### config.mk
export PLATFORM = sky130hd
export DESIGN_NAME = tron_trail_mem_ctrl
export DESIGN_NICKNAME = d
export VERILOG_FILES = /design/src/rtl/tron_trail_mem_ctrl.sv
export SDC_FILE = /design/constraint.sdc
export NUM_CORES = 1
export LEC_CHECK = 0
export BUFFER_PORTS_ARGS = -buffer_cell sky130_fd_sc_hd__buf_2
export CORE_AREA = 2 2 73 54
export CTS_BUF_LIST = sky130_fd_sc_hd__clkbuf_4 sky130_fd_sc_hd__clkbuf_8
export CTS_CLUSTER_DIAMETER = 30
export DETAILED_ROUTE_END_ITERATION = 8
export DIE_AREA = 0 0 75 56
export GPL_TIMING_DRIVEN = 0
export PLACE_DENSITY_LB_ADDON = 0.1
export REMOVE_ABC_BUFFERS = 1
export SYNTH_ARGS = -nofsm -noshare
export SYNTH_HDL_FRONTEND = slang
export SYNTH_HIERARCHICAL = 1
export SYNTH_SLANG_ARGS = --single-unit
### constraint.sdc
create_clock -name clk -period 1.88 [get_ports clk]
set_input_delay 0.376 -clock clk [delete_from_list [all_inputs] [get_ports clk]]
set_output_delay 0.376 -clock clk [all_outputs]
set_load 0.01 [all_outputs]
### src/rtl/tron_trail_mem_ctrl.sv
// -----------------------------------------------------------------------------
// tron_trail_mem_ctrl
//
// Trail memory controller for a multi-player TRON arena. Move requests from
// the players are arbitrated round-robin. Each granted move does a
// read-check-write on the trail RAM:
//   - an occupied cell raises the player's sticky collision flag;
//   - a free cell is stamped with the player ID (index + 1).
// An optional sweep zeroes the whole arena between rounds.
//
// Optional feature macro: TRON_TRAIL_CLEAR_EN
//   defined   -> CLEAR state present; clear_start launches a full-arena sweep
//   undefined -> no CLEAR state; clear_start ignored; busy tied to 0
//
// Ports
//   clk, resetn      rising-edge clock, asynchronous active-low reset
//   req              per-player move request, held until ack
//   pos_x, pos_y     packed per-player coordinates (player i at [i*W +: W])
//   ack              one-cycle completion pulse per player
//   collision        sticky per-player collision flag
//   clear_start      one-cycle sweep request
//   busy             high while a sweep is running
//   mem_addr         {x, y} zero-extended to ADDR_W, or sweep address
//   mem_re / mem_we  one-cycle read / write strobes (never both)
//   mem_wdata        write data (player ID, or 0 during a sweep)
//   mem_rdata        read data, valid RD_LAT cycles after the mem_re cycle
// -----------------------------------------------------------------------------

// Per-player lane: owns the sticky collision flag and decodes the ack pulse.
module tron_trail_lane (
    input  logic clk,
    input  logic resetn,
    input  logic sel,        // this lane holds the current grant
    input  logic commit,     // controller is in its ack/commit cycle
    input  logic hit,        // the checked cell was occupied
    input  logic clr_all,    // sweep finished: drop all flags
    output logic ack,
    output logic collision
);
    logic coll_q, coll_d;

    always_comb begin
        coll_d = coll_q;
        if (clr_all) begin
            coll_d = 1'b0;
        end else if (sel && commit && hit) begin
            coll_d = 1'b1;
        end
    end

    always_ff @(posedge clk or negedge resetn) begin
        if (!resetn) begin
            coll_q <= 1'b0;
        end else begin
            coll_q <= coll_d;
        end
    end

    assign ack       = sel & commit;
    assign collision = coll_q;
endmodule

module tron_trail_mem_ctrl #(
    parameter int NUM_PLAYERS = 2,
    parameter int X_W         = 8,
    parameter int Y_W         = 7,
    parameter int ADDR_W      = 23,
    parameter int DATA_W      = 16,
    parameter int RD_LAT      = 2
) (
    input  logic                       clk,
    input  logic                       resetn,
    input  logic [NUM_PLAYERS-1:0]     req,
    input  logic [NUM_PLAYERS*X_W-1:0] pos_x,
    input  logic [NUM_PLAYERS*Y_W-1:0] pos_y,
    output logic [NUM_PLAYERS-1:0]     ack,
    output logic [NUM_PLAYERS-1:0]     collision,
    input  logic                       clear_start,
    output logic                       busy,
    output logic [ADDR_W-1:0]          mem_addr,
    output logic                       mem_re,
    output logic                       mem_we,
    output logic [DATA_W-1:0]          mem_wdata,
    input  logic [DATA_W-1:0]          mem_rdata
);
    localparam int PW = (NUM_PLAYERS > 1) ? $clog2(NUM_PLAYERS) : 1;
    localparam int CW = X_W + Y_W;
    localparam int WW = (RD_LAT > 1) ? $clog2(RD_LAT) : 1;

    typedef enum logic [2:0] {
        IDLE,
        READ,
        WAIT,
        CHECK,
        WRITE
`ifdef TRON_TRAIL_CLEAR_EN
        , CLEAR
`endif
    } state_t;

    state_t          state_q, state_d;
    logic [PW-1:0]   gnt_q, gnt_d;     // player being serviced
    logic [PW-1:0]   ptr_q, ptr_d;     // highest-priority index for next grant
    logic [CW-1:0]   addr_q, addr_d;   // latched {x, y} of the grant
    logic [WW-1:0]   wcnt_q, wcnt_d;   // cycles spent in WAIT
    logic            hit_q, hit_d;     // checked cell was occupied

    logic            commit;
    logic            clr_all;

    // ---------------------------------------------------------------------
    // Round-robin pick: rotate the doubled request vector so that ptr_q lands
    // on bit 0, then take the first set bit.
    // ---------------------------------------------------------------------
    logic [2*NUM_PLAYERS-1:0] req2;
    logic [2*NUM_PLAYERS-1:0] req_rot;
    logic                     found;
    int                       sel_i;
    logic [CW-1:0]            sel_addr;

    assign req2    = {req, req};
    assign req_rot = req2 >> ptr_q;

    always_comb begin
        found = 1'b0;
        sel_i = 0;
        for (int i = 0; i < NUM_PLAYERS; i++) begin
            if (!found && req_rot[i]) begin
                found = 1'b1;
                sel_i = int'(ptr_q) + i;
                if (sel_i >= NUM_PLAYERS) begin
                    sel_i = sel_i - NUM_PLAYERS;
                end
            end
        end
    end

    always_comb begin
        sel_addr = '0;
        for (int j = 0; j < NUM_PLAYERS; j++) begin
            if (sel_i == j) begin
                sel_addr = {pos_x[j*X_W +: X_W], pos_y[j*Y_W +: Y_W]};
            end
        end
    end

    // ---------------------------------------------------------------------
    // Sweep bookkeeping
    // ---------------------------------------------------------------------
    logic clr_go;
`ifdef TRON_TRAIL_CLEAR_EN
    logic [CW-1:0] clr_addr_q, clr_addr_d;
    logic          clr_pend_q, clr_pend_d;

    // A clear_start seen mid-transaction is parked until the next IDLE; one
    // seen while the sweep runs is dropped.
    always_comb begin
        clr_pend_d = clr_pend_q;
        if (state_q == IDLE || state_q == CLEAR) begin
            clr_pend_d = 1'b0;
        end else if (clear_start) begin
            clr_pend_d = 1'b1;
        end
    end

    assign clr_go = clear_start | clr_pend_q;
`else
    logic unused_clear_start;
    assign unused_clear_start = clear_start;
    assign clr_go             = 1'b0;
`endif

    // ---------------------------------------------------------------------
    // Next-state and outputs
    // ---------------------------------------------------------------------
    always_comb begin
        state_d   = state_q;
        gnt_d     = gnt_q;
        ptr_d     = ptr_q;
        addr_d    = addr_q;
        wcnt_d    = wcnt_q;
        hit_d     = hit_q;
        commit    = 1'b0;
        clr_all   = 1'b0;
        busy      = 1'b0;
        mem_re    = 1'b0;
        mem_we    = 1'b0;
        mem_addr  = '0;
        mem_wdata = '0;
`ifdef TRON_TRAIL_CLEAR_EN
        clr_addr_d = clr_addr_q;
`endif

        case (state_q)
            IDLE: begin
                if (clr_go) begin
`ifdef TRON_TRAIL_CLEAR_EN
                    state_d    = CLEAR;
                    clr_addr_d = '0;
`endif
                end else if (found) begin
                    gnt_d   = PW'(sel_i);
                    ptr_d   = (sel_i == NUM_PLAYERS - 1) ? '0 : PW'(sel_i + 1);
                    addr_d  = sel_addr;
                    state_d = READ;
                end
            end

            READ: begin
                mem_re   = 1'b1;
                mem_addr = ADDR_W'(addr_q);
                wcnt_d   = '0;
                state_d  = (RD_LAT > 1) ? WAIT : CHECK;
            end

            // Pads the read latency so CHECK lands on the rdata-valid cycle.
            WAIT: begin
                if (wcnt_q == WW'(RD_LAT - 2)) begin
                    state_d = CHECK;
                end else begin
                    wcnt_d = wcnt_q + 1'b1;
                end
            end

            CHECK: begin
                hit_d   = (mem_rdata != '0);
                state_d = WRITE;
            end

            // Commit cycle for both outcomes: the ack always lands here so
            // every move takes the same number of cycles; the write itself
            // is suppressed when the cell was occupied.
            WRITE: begin
                commit    = 1'b1;
                mem_we    = ~hit_q;
                mem_addr  = ADDR_W'(addr_q);
                mem_wdata = DATA_W'(gnt_q) + DATA_W'(1);
                state_d   = IDLE;
            end

`ifdef TRON_TRAIL_CLEAR_EN
            CLEAR: begin
                busy     = 1'b1;
                mem_we   = 1'b1;
                mem_addr = ADDR_W'(clr_addr_q);
                if (clr_addr_q == {CW{1'b1}}) begin
                    clr_all    = 1'b1;
                    clr_addr_d = '0;
                    state_d    = IDLE;
                end else begin
                    clr_addr_d = clr_addr_q + 1'b1;
                end
            end
`endif

            default: state_d = IDLE;
        endcase
    end

    always_ff @(posedge clk or negedge resetn) begin
        if (!resetn) begin
            state_q <= IDLE;
            gnt_q   <= '0;
            ptr_q   <= '0;
            addr_q  <= '0;
            wcnt_q  <= '0;
            hit_q   <= 1'b0;
        end else begin
            state_q <= state_d;
            gnt_q   <= gnt_d;
            ptr_q   <= ptr_d;
            addr_q  <= addr_d;
            wcnt_q  <= wcnt_d;
            hit_q   <= hit_d;
        end
    end

`ifdef TRON_TRAIL_CLEAR_EN
    always_ff @(posedge clk or negedge resetn) begin
        if (!resetn) begin
            clr_addr_q <= '0;
            clr_pend_q <= 1'b0;
        end else begin
            clr_addr_q <= clr_addr_d;
            clr_pend_q <= clr_pend_d;
        end
    end
`endif

    // ---------------------------------------------------------------------
    // Per-player lanes
    // ---------------------------------------------------------------------
    for (genvar i = 0; i < NUM_PLAYERS; i++) begin : g_lane
        tron_trail_lane u_lane (
            .clk       (clk),
            .resetn    (resetn),
            .sel       (gnt_q == PW'(i)),
            .commit    (commit),
            .hit       (hit_q),
            .clr_all   (clr_all),
            .ack       (ack[i]),
            .collision (collision[i])
        );
    end
endmodule

==> metrics <==
status=finished clean; critical path class=flip-flop to output pin; CTS Hold Buffers Added=0; die height=56 µm; worst path cell trace=xnor2_2 -> nor2_4 -> buf_4 -> and2_1 -> buf_2; Placed Instances=252; Hold WC Path Type=input port to asynchronous set/reset pin; DP HPWL=2430 µm; fmax=555 MHz; via count=1231; Worst Path Required=1.50 ns; # setup viols final=0; Core Footprint=0.00345 mm²; library cells used by synthesis=28; largest net degree at the start of global routing=24; Crit Path Max Fanout=6; crit path from=state_q[0]; drt pass-1 iters=4; Row Count=18; Layout Skew=0.00533 ns; period utilization=95.8%; TritonCTS clock tree=yes; port bufs=72; sequential fraction of the synthesis area=40.1%; Post-Route WL=3440 µm; Non-Filler Instances=265; H-tree depth=1; max-cap check violation count=0; Async SR Flop Fraction=100%; die width=75 µm; area of the die=0.00420 mm²; Clk pin slew, worst setup/hold paths=0.09 ns; min cycle time layout=1.80 ns; Initial Utilization=41.7%; r2r setup slk=0.18 ns; Post-Syn Area per Cell=10.3 µm²; number of buffers on the longest clock path=2; Yosys reg bits=23; vias in the first global route=1148; count of pins over their slew limit=0; worst flop-to-flop path startpoint=state_q[2]; Clk Tree Root Cell=clkbuf_8; via/cell ratio=4.65; max incr delay on CP=0.46 ns; CTS buffer count=3; Max VDD drop=668 µV; Synth warnings=6; main flop type after synthesis=dfrtp_1; Ant. Diodes=0; Hold Fails Final Rpt=0; Ports=97; Skew-Pair Late Insertion Delay=0.26 ns; startpoint types=flip-flop; Min Hold Slack=0.0790 ns; endpoint type of the worst setup path=output pin; initial drt markers=40; slowest CP cell=dfrtp_2; nets=267; post-synthesis cell count=140; Slew HR=63.3%; WL per Instance=13.0 µm; Leak=0.000979 µW; RR Endpoint=addr_q[7]; grt total ovfl=0; R2R cell count=4; initial antenna violation count=0; clk sink count=23; worst path arrival time=1.42 ns; Routed Antenna Nets=0; layout cell share with drive strength beyond 1=48.4%; pwr dens=1420 mW/mm²; cell area after synthesis=0.00144 mm²; post-layout util=52.9%; Worst-Margin Slew=0.551 ns; P&R area growth vs syn=26.9%; RSZ-0062 raised after global routing=no; number of synthesized flops with an enable pin=0; gr usage total=16.0%; Placer Congestion=0.739; # DRC=0; first-pass GRT wire length=5240 µm
## how the worst max path moves through the flow
| stage | endpoint | cells after the start |
|---|---|---|
| 2_1_floorplan | addr_q[0] | 3 |
| 3_3_place_gp | mem_addr[14] | 4 |
| 3_5_place_dp | addr_q[2] | 3 |
| 4_1_cts | mem_addr[4] | 5 |
| 5_1_grt | mem_addr[4] | 5 |
| 6_report | mem_addr[4] | 5 |
## stage by stage
step	setup TNS [ns]	area [µm²]	worst slack (ns)	power, µW
finish	0	1820	0.0795	2590
global route	0	1820	0.00332	2780
CTS	0	1780	0.00928	2530
detailed placement	-6.19	1680	-0.260	2030
global placement	-4.57	1680	-0.184	1980
floorplan	0	1250	0.307	1610
## repair_timing
action / 4_1_cts / 5_1_grt
pin swaps: 2 / 2
gates cloned: 0 / 0
setup buffers: 4 / 5
gates resized for setup: 6 / 2
setup endpoints to repair: 32 / 17
## where the power goes
| group | internal [µW] | switching, µW |
|---|---|---|
| Combinational | 750 | 660 |
| Sequential | 716 | 153 |
| Clock | 148 | 160 |
| Total | 1610 | 973 |
## area by class of cell
| cell class | count | area (µm²) |
|---|---|---|
| multi-input cells | 105 | 687 |
| repair buffers | 81 | 440 |
| fillers | 333 | 1620 |
| clock inverters | 1 | 5.00 |
| flip-flops and latches | 23 | 579 |
| inverters | 2 | 7.51 |
| clock buffers | 3 | 41.3 |
| well taps | 50 | 62.6 |
## state kept, by name, summed over array words and instances, names as in the netlist
name	flops
addr_q	15
state_q	3
g_lane.u_lane/collision	2
gnt_q	1
hit_q	1
ptr_q	1
## cells by family (layout without fill, tap and decap cells)
kind of cell | count (synthesis) | count (layout) | synth area share, %
compound gates | 34 | 34 | 20.9
xor+xnor | 2 | 2 | 1.22
buf+inv | 36 | 87 | 19.6
flops | 23 | 23 | 40.1
mux | 1 | 1 | 0.784
other cells | 1 | 25 | 0.261
simple gates | 43 | 43 | 17.2
## placed cells by master, fill, tap and decap left out, types with 2 or more instances in the layout
master    instances
conb_1           25
nand2_1           4
and3_2            2
a221o_1           9
a21o_2            2
and2_2            2
nor4_1            4
dfrtp_2           3
and2_1           15
dfrtp_1          20
a31oi_1           2
a221o_2           6
nor2_1            9
buf_4             8
clkbuf_8          3
a21boi_0         15
buf_2            72
inv_1             2
## layer usage
layer	vias up	GRT usage, %	part of all wire [%]
li1	597	-	-
met1	577	21.5	44
met2	57	26.6	49
met3	0	4.89	7.1
met4	0	0.765	0
met5	-	0	0
## synth_stat cells (all sizes together), types with 4 or more instances
cell	n	area [µm²]
a21boi	15	113
buf	32	267
nand2	4	15.0
nor2	10	37.5
a221o	15	158
dfrtp	23	576
nor4	4	25.0
and2	17	109
## worst max-delay path, delay by kind of cell, from the launching register on
kind	cells	cell delay, ns
flops	1	0.46
buf+inv	2	0.28
xor+xnor	1	0.21
simple gates	2	0.21
No activity file was read; power rests on OpenSTA's default activity.
